[src/rtl/mem_access_unit.sv]
// rtl/mem_access_unit.sv - big-endian byte/half/word memory stage with MFA/MFC handshake
module mem_access_unit #(
    parameter int ADDR_W      = 9,
    parameter int WAIT_CYCLES = 2
) (
    input  logic        i_clk,
    input  logic        i_rst_n,
    input  logic        i_mfa,
    input  logic        i_mop_rw,
    input  logic [1:0]  i_msize,
    input  logic        i_msign,
    input  logic [31:0] i_mar,
    input  logic [31:0] i_mdr,
    output logic [31:0] o_data_out,
    output logic        o_mfc,
    output logic        o_mae,
    output logic        o_busy
);
    localparam int CW = (WAIT_CYCLES > 0) ? $clog2(WAIT_CYCLES + 1) : 1;

    typedef enum logic [1:0] {S_IDLE, S_WAIT, S_XFER, S_DONE} state_t;

    logic [7:0] ram [0:(1 << ADDR_W) - 1];

    state_t            r_state;
    state_t            w_next;
    logic [ADDR_W-1:0] r_addr;
    logic              r_rw;
    logic [1:0]        r_size;
    logic              r_sign;
    logic              r_err;
    logic [CW-1:0]     r_cnt;
    logic [1:0]        r_idx;
    logic [31:0]       r_shift;

    logic              w_illegal;
    logic [1:0]        w_last_idx;
    logic              w_last;
    logic [ADDR_W-1:0] w_ptr;
    logic [7:0]        w_rd_byte;
    logic [31:0]       w_asm;
    logic [31:0]       w_ext;
    logic [31:0]       w_store_aligned;
    logic              w_busy_nxt;
    logic              w_mfc_nxt;
    logic              w_mae_nxt;
    logic [31:0]       w_data_nxt;
    logic              w_unused;

    assign w_unused   = ^i_mar[31:ADDR_W];
    assign w_illegal  = (i_msize == 2'b11)
                     || (i_msize == 2'b01 && i_mar[0])
                     || (i_msize == 2'b10 && i_mar[1:0] != 2'b00);
    assign w_last_idx = (r_size == 2'b00) ? 2'd0 : (r_size == 2'b01) ? 2'd1 : 2'd3;
    assign w_last     = (r_idx == w_last_idx);
    assign w_ptr      = r_addr + ADDR_W'(r_idx);
    assign w_rd_byte  = ram[w_ptr];
    // One shift register serves both directions: stores pop the MSB, loads push bytes in at the LSB.
    assign w_asm      = {r_shift[23:0], w_rd_byte};

    always_comb begin
        w_store_aligned = i_mdr;
        case (i_msize)
            2'b00:   w_store_aligned = {i_mdr[7:0], 24'h0};
            2'b01:   w_store_aligned = {i_mdr[15:0], 16'h0};
            default: w_store_aligned = i_mdr;
        endcase
    end

    always_comb begin
        w_ext = w_asm;
        case (r_size)
            2'b00:   w_ext = {{24{r_sign & w_asm[7]}}, w_asm[7:0]};
            2'b01:   w_ext = {{16{r_sign & w_asm[15]}}, w_asm[15:0]};
            default: w_ext = w_asm;
        endcase
    end

    always_ff @(posedge i_clk or negedge i_rst_n) begin
        if (!i_rst_n) r_state <= S_IDLE;
        else          r_state <= w_next;
    end

    always_comb begin
        w_next = r_state;
        case (r_state)
            S_IDLE: if (i_mfa) w_next = w_illegal ? S_DONE : ((WAIT_CYCLES == 0) ? S_XFER : S_WAIT);
            S_WAIT: if (r_cnt == CW'(1)) w_next = S_XFER;
            S_XFER: if (w_last) w_next = S_DONE;
            S_DONE: if (o_mfc && !i_mfa) w_next = S_IDLE;
            default: w_next = S_IDLE;
        endcase
    end

    // MFC is raised one edge after entering DONE, and DONE is held until MFC has actually been shown.
    always_comb begin
        w_busy_nxt = (w_next == S_WAIT) || (w_next == S_XFER);
        w_mfc_nxt  = (r_state == S_DONE) && (w_next == S_DONE);
        w_mae_nxt  = w_mfc_nxt && r_err;
        w_data_nxt = (r_state == S_XFER && w_last && r_rw) ? w_ext : o_data_out;
    end

    always_ff @(posedge i_clk or negedge i_rst_n) begin
        if (!i_rst_n) begin
            r_addr     <= '0;
            r_rw       <= 1'b0;
            r_size     <= 2'b00;
            r_sign     <= 1'b0;
            r_err      <= 1'b0;
            r_cnt      <= '0;
            r_idx      <= 2'd0;
            r_shift    <= 32'h0;
            o_data_out <= 32'h0;
            o_mfc      <= 1'b0;
            o_mae      <= 1'b0;
            o_busy     <= 1'b0;
        end else begin
            o_data_out <= w_data_nxt;
            o_mfc      <= w_mfc_nxt;
            o_mae      <= w_mae_nxt;
            o_busy     <= w_busy_nxt;
            if (r_state == S_IDLE && i_mfa) begin
                r_addr  <= i_mar[ADDR_W-1:0];
                r_rw    <= i_mop_rw;
                r_size  <= i_msize;
                r_sign  <= i_msign;
                r_err   <= w_illegal;
                r_cnt   <= CW'(WAIT_CYCLES);
                r_idx   <= 2'd0;
                r_shift <= w_store_aligned;
            end else if (r_state == S_WAIT) begin
                r_cnt <= r_cnt - CW'(1);
            end else if (r_state == S_XFER) begin
                r_idx   <= r_idx + 2'd1;
                r_shift <= w_asm;
            end
        end
    end

    // No reset on the array: contents survive reset, and r_state is forced to IDLE so no write occurs.
    always_ff @(posedge i_clk) begin
        if (r_state == S_XFER && !r_rw)
            ram[w_ptr] <= r_shift[31:24];
    end
endmodule

[config.mk]
export PLATFORM = sky130hd
export DESIGN_NAME = mem_access_unit
export DESIGN_NICKNAME = d
export VERILOG_FILES = /design/src/rtl/mem_access_unit.sv
export SDC_FILE = /design/constraint.sdc
export NUM_CORES = 2
export LEC_CHECK = 0
export ABC_AREA = 0
export CORE_MARGIN = 2
export CORE_UTILIZATION = 57
export CTS_CLUSTER_SIZE = 24
export DETAILED_ROUTE_END_ITERATION = 10
export MAX_ROUTING_LAYER = met4
export PLACE_DENSITY = 0.77
export SLEW_MARGIN = 10
export SYNTH_ARGS = -nofsm -noshare
export SYNTH_HDL_FRONTEND = slang
export SYNTH_SLANG_ARGS = --single-unit
[constraint.sdc]
create_clock -name i_clk -period 7.1 [get_ports i_clk]
set_input_delay 1.065 -clock i_clk [delete_from_list [all_inputs] [get_ports i_clk]]
set_output_delay 1.065 -clock i_clk [all_outputs]
set_load 0.01 [all_outputs]
---- Word level (Yosys, flattened, before mapping) ----
Memory sizes are Yosys's and may differ from the RTL's.
Index checks and enable logic that the tools add are counted.
word-level totals
  bits in registers ....................... 87
  latch bits .............................. 0
  memory bits (writable) .................. 4096
  ROM bits ................................ 0
  input port bits ......................... 71
  logic and storage cells ................. 73
  memories kept ........................... 1
memory list
  name  depth  bits a word  read ports  clocked after Yosys merged registers in  wr ports  RTL line  RTL
  ram   512    8            1           0                                        1         23        logic [7:0] ram [0:(1 << ADDR_W) - 1];
cells by class
  $add $sub $neg .......................... 3
  $mul .................................... 0
  divide/modulo/power cells ............... 0
  $lt $le $gt $ge ......................... 0
  equal/unequal tests ..................... 13
  shift-type cells ........................ 0
  muxes and demuxes ....................... 20
  bitwise gates (word level) .............. 2
  reductions and logical operators ........ 21
operators with widths
  operator                                                                number
  32-bit one-hot mux with 2 select lines                                  2
  32-bit two-way mux                                                      3
  2-bit two-way mux                                                       12
  2-bit equality test (second input constant)                             6
  2-bit by 1-bit equality test with 1-bit output (second input constant)  5
  9-bit by 2-bit adder with 9-bit output                                  1
  1-bit logical AND                                                       9
  2-bit one-hot mux with 4 select lines                                   1
  2-bit logical NOT                                                       3
  2-bit nonzero test                                                      3
  1-bit logical OR                                                        3
  2-bit by 1-bit adder with 2-bit output (second input constant)          1
  1-bit AND                                                               2
  2-bit equality test                                                     1
  1-bit logical NOT                                                       2
  1-bit two-way mux                                                       2
  2-bit != test (second input constant)                                   1
  2-bit AND reduction                                                     1
  2-bit by 1-bit subtractor with 2-bit output (second input constant)     1

---- Logic depth before layout (Yosys ltp) ----
  word-level depth ........................ 10
  depth in mapped cells ................... 16
  mapped depth without buffers ............ 11

---- Least setup slack after synthesis ----
No wires, ideal clock.
  path kind ............................... reg-to-reg
  start ................................... reg r_shift[24]
  end ..................................... mem ram[0][0], data pin
  setup time .............................. 1405 ps
  arrival ................................. 6065 ps
  required time ........................... 5695 ps
  path slack .............................. -369 ps
  stages on the path, launching flop included .. 1
  buffers on the path ..................... 0
  clock period less this slack ............ 7469 ps
  cell sequence ........................... dfrtp_1
RTL lines
  what                    RTL line  RTL
  from (decl)             34        logic [31:0] r_shift;
  from (signal assigned)  130       r_shift <= w_store_aligned;
  from (signal assigned)  135       r_shift <= w_asm;
  to (decl)               23
Straight into the memory's write port.

---- Worst setup path after layout ----
  start ................................... reg r_idx[0]
  end ..................................... reg o_data_out[27]
between the ends
  word-level cells in the longest chain between the ends .. 4
  elaborated cells between the ends (all ways) .. 7
  those cells by class .................... 1 x add/sub; 1 x eq/ne; 1 x mux; 1 x bitwise; 2 x reduce/logical; 1 x memory
RTL lines
  what                                    RTL line  RTL
  from (decl)                             33        logic [1:0] r_idx;
  from (signal assigned)                  134       r_idx <= r_idx + 2'd1;
  9-bit by 2-bit adder with 9-bit output  56        assign w_ptr = r_addr + ADDR_W'(r_idx);
  memory read 512 x 8 bit                 -
  1-bit AND                               73        2'b00: w_ext = {{24{r_sign & w_asm[7]}}, w_asm[7:0]};
  32-bit one-hot mux with 2 select lines  72        case (r_size)
  to (signal assigned)                    118       o_data_out <= w_data_nxt;
  to (decl)                               14        output logic [31:0] o_data_out,
Parallel ways exist; a longest one is shown, timed or not.
A chain may end at the register's enable or synchronous reset.

==> flow_metrics.env <==
export IMPL_status="completed"
export IMPL_synth_mux_area_share_pct=14.3
export IMPL_finalClockSkew_ps=65.6
export IMPL_hold_slack_ps=491
export IMPL_seq_power_share_pct=34.0
export IMPL_synthTopCellsByCount="edfxtp_1, mux4_2, o21ai_0, nor2_1, clkbuf_1"
export IMPL_synth_edf_count=4096
export IMPL_powerDensity_nw_per_um2=507
export IMPL_synth_area_sq_um=163000
export IMPL_ys_top_cells_by_area="edfxtp_1, mux4_2, o21ai_0"
export IMPL_cpMaxStageDelayCell="fa_4"
export IMPL_grt_pass1_wl_um=635000
export IMPL_cts_tree="yes"
export IMPL_critical_path_buf_inv_count=3
export IMPL_switching_share_pct=37.4
export IMPL_cts_root_buf="clkbuf_16"
export IMPL_fin_crit_sh_pct=96.4
export IMPL_num_io_pins=106
export IMPL_synth_most_common_cell="edfxtp_1"
export IMPL_dieWidth_um=539
export IMPL_start_util_pct=57.3
export IMPL_synth_simple_gate_area_share_pct=2.42
export IMPL_synthAdderAreaFrac_pct=0.0429
export IMPL_grt_max_degree=235
export IMPL_cts_sinks=4183
export IMPL_setup_viol=0
export IMPL_routabilityCongestion=0.946
export IMPL_fillers=17700
export IMPL_stdcell_count=12400
export IMPL_cts_buffers=390
export IMPL_syn_inst=8107
export IMPL_synth_compound_area_share_pct=4.96
export IMPL_seq_area_frac_synth_pct=76.6
export IMPL_grt_overflow_total=0
export IMPL_core_sq_um=285000
export IMPL_vdd_drop_max_mv=0.498
export IMPL_grt_pass1_vias=87600
export IMPL_syn_num_nets=8183
export IMPL_die_area_sq_um=291000
export IMPL_startpoint_type="flop"
export IMPL_routedWlPerCell_um=35.9
export IMPL_dp_cells=11700
export IMPL_criticalPathCategory="flop to flop"
export IMPL_async_reset_ff_share_pct=2.08
export IMPL_synth_top_family_by_area="multiplexers"
export IMPL_drc=0
export IMPL_hpwl_um=251000
export IMPL_yosys_warnings=0
export IMPL_path_clk_slew_ps=60
export IMPL_area_delta_synth_final_pct=11.7
export IMPL_power_leakage_nw=55.1
export IMPL_drv_cap=0
export IMPL_clock_fmax_ghz=0.146
export IMPL_power_frac_clock_pct=22.6
export IMPL_drive_above_1_share_pct=22.8
export IMPL_synthFlopType="edfxtp_1"
export IMPL_portBuffers=82
export IMPL_drtAntennaViolNets=0
export IMPL_ctsResizeCount=0
export IMPL_final_max_slew_violation_count=0
export IMPL_end_kind="flop"
export IMPL_tns_ps=0
export IMPL_vias_per_cell=7.18
export IMPL_yosys_area_top_type="edfxtp_1"
export IMPL_synth_xor_area_share_pct=0.0322
export IMPL_critical_path_most_common_cell="buf_12"
export IMPL_crit_chain="ha_4 > fa_4 > buf_12 > buf_4 > buf_12 > mux4_2 > a21oi_1 > o41ai_1 > nand4_1 > a22oi_1 > nand3_1 > a21oi_2 > o22a_1"
export IMPL_cp_max_fo=30
export IMPL_synth_top_area_share_pct=75.3
export IMPL_path_delay_family="compound AO/OA/AOI/OAI gates"
export IMPL_preCtsSetupSlack_ps=628
export IMPL_fin_crit_ps=6840
export IMPL_rows=196
export IMPL_hold_class="flop to flop"
export IMPL_clkLatencyLatePin_ps=950
export IMPL_combPwrFrac_pct=43.4
export IMPL_synth_seq_cells=4183
export IMPL_drtPass1Iterations=7
export IMPL_clock_path_buffers=4
export IMPL_setup_ws_ps=256
export IMPL_antenna_found_initial=16
export IMPL_placed_area_sq_um=170000
export IMPL_syn_area_per_cell_sq_um=20.2
export IMPL_p_switching_mw=34.6
export IMPL_rsz0062_at_grt="false"
export IMPL_fin_nets=8385
export IMPL_vias=89100
export IMPL_die_h_um=539
export IMPL_worst_slew_pin_slew_ps=1430
export IMPL_fin_area_sq_um=182000
export IMPL_slew_headroom_pct=4.46
export IMPL_finalHoldViolCount=0
export IMPL_h_tree_depth=5
export IMPL_slowest_delay_ps=1470
export IMPL_cp_data_arrival_time_ps=7730
export IMPL_grt_util_all_layers_pct=31.3
export IMPL_synth_distinct_cells=66
export IMPL_wirelength_um=445000
export IMPL_initialDrtViolationCount=16000
export IMPL_power_internal_mw=57.8
export IMPL_required_ps=7980
[per-stage QoR]
| step | util [%] | power, mW |
|---|---|---|
| 6_report | 64.0 | 92.4 |
| 3_5_place_dp | 59.5 | 70.7 |
| 4_1_cts | 63.9 | 91.6 |
| 3_3_place_gp | 59.5 | 70.1 |
| 5_1_grt | 64.0 | 94.5 |
| 2_1_floorplan | - | 56.1 |
[sequential cells by signal, summed over array words and instances, names as in the netlist]
signal and flops:
ram 4096, o_data_out 32, r_shift 32, r_addr 9, r_cnt 2, r_idx 2, r_size 2, r_state 2
o_busy 1, o_mae 1, o_mfc 1, r_err 1, r_rw 1, r_sign 1
[routing by layer]
| layer | wire length, um | vias to the layer above | track usage [%] |
|---|---|---|---|
| met5 | 0 | - | - |
| met4 | 23700 | 0 | 14.6 |
| met3 | 61600 | 1378 | 8.81 |
| met2 | 208000 | 7703 | 46.3 |
| met1 | 152000 | 45800 | 40.7 |
| li1 | - | 34200 | - |
[layout by cell type (no fill, tap or decap), types with 79 or more instances in the layout]
cell             synthesis  layout
edfxtp_1              4096    4096
mux4_2                1024    1024
o21ai_0                800     799
nor2_1                 560     560
clkbuf_16                0     393
buf_4                   46     250
a21oi_1                168     167
a41oi_1                157     157
nand2_1                154     132
clkinv_1                 0      88
clkdlybuf4s50_1          0      81
dfrtp_1                 87      79
[path summary, 6_finish.rpt]
check	start	end	slack [ps]	cells after the start
setup / recovery	r_idx[0]$_DFFE_PN0P_	o_data_out[27]$_DFFE_PN0P_	260	13
hold / removal	r_cnt[1]$_DFFE_PN0P_	r_cnt[1]$_DFFE_PN0P_	490	1
setup reg to reg	r_idx[0]$_DFFE_PN0P_	o_data_out[27]$_DFFE_PN0P_	260	13
hold reg to reg	r_cnt[1]$_DFFE_PN0P_	r_cnt[1]$_DFFE_PN0P_	490	1
max in group asynchronous	i_rst_n	r_shift[27]$_DFFE_PN0P_	5240	3
min in group asynchronous	i_rst_n	o_data_out[10]$_DFFE_PN0P_	510	2
[layout make-up]
class	count	area, sq um	area share, %
sequential	4183	125000	68.6
clock inverter	227	2370	1.30
inverter	13	48.8	0.0267
multi-input combinational	3327	36000	19.7
antenna	29	72.6	0.0398
tap	3762	4710	2.58
timing repair buffer	394	3940	2.16
clock buffer	471	10200	5.57
[kinds of logic (layout without fill, tap and decap cells)]
family	Yosys count	after routing
compound gates	1362	1362
xor+xnor	6	6
fa+ha+maj	5	5
buf+inv	597	1105
flops	4183	4183
mux	1050	1050
other cells	0	29
simple gates	904	904
[power groups by stage]
stage | combinational [mW] | clock, mW | sequential, mW
4_1_cts | 39.3 | 20.9 | 31.4
3_3_place_gp | 38.3 | 0 | 31.8
6_report | 40.1 | 20.9 | 31.4
3_5_place_dp | 38.8 | 0 | 31.9
2_1_floorplan | 22.5 | 0 | 33.6
5_1_grt | 41.2 | 21.8 | 31.5
[what timing repair did]
item                      CTS  global route
buffers inserted            0             0
hold endpoints to repair   14             0
hold buffers                1             0
No activity file was read; power rests on OpenSTA's default activity.
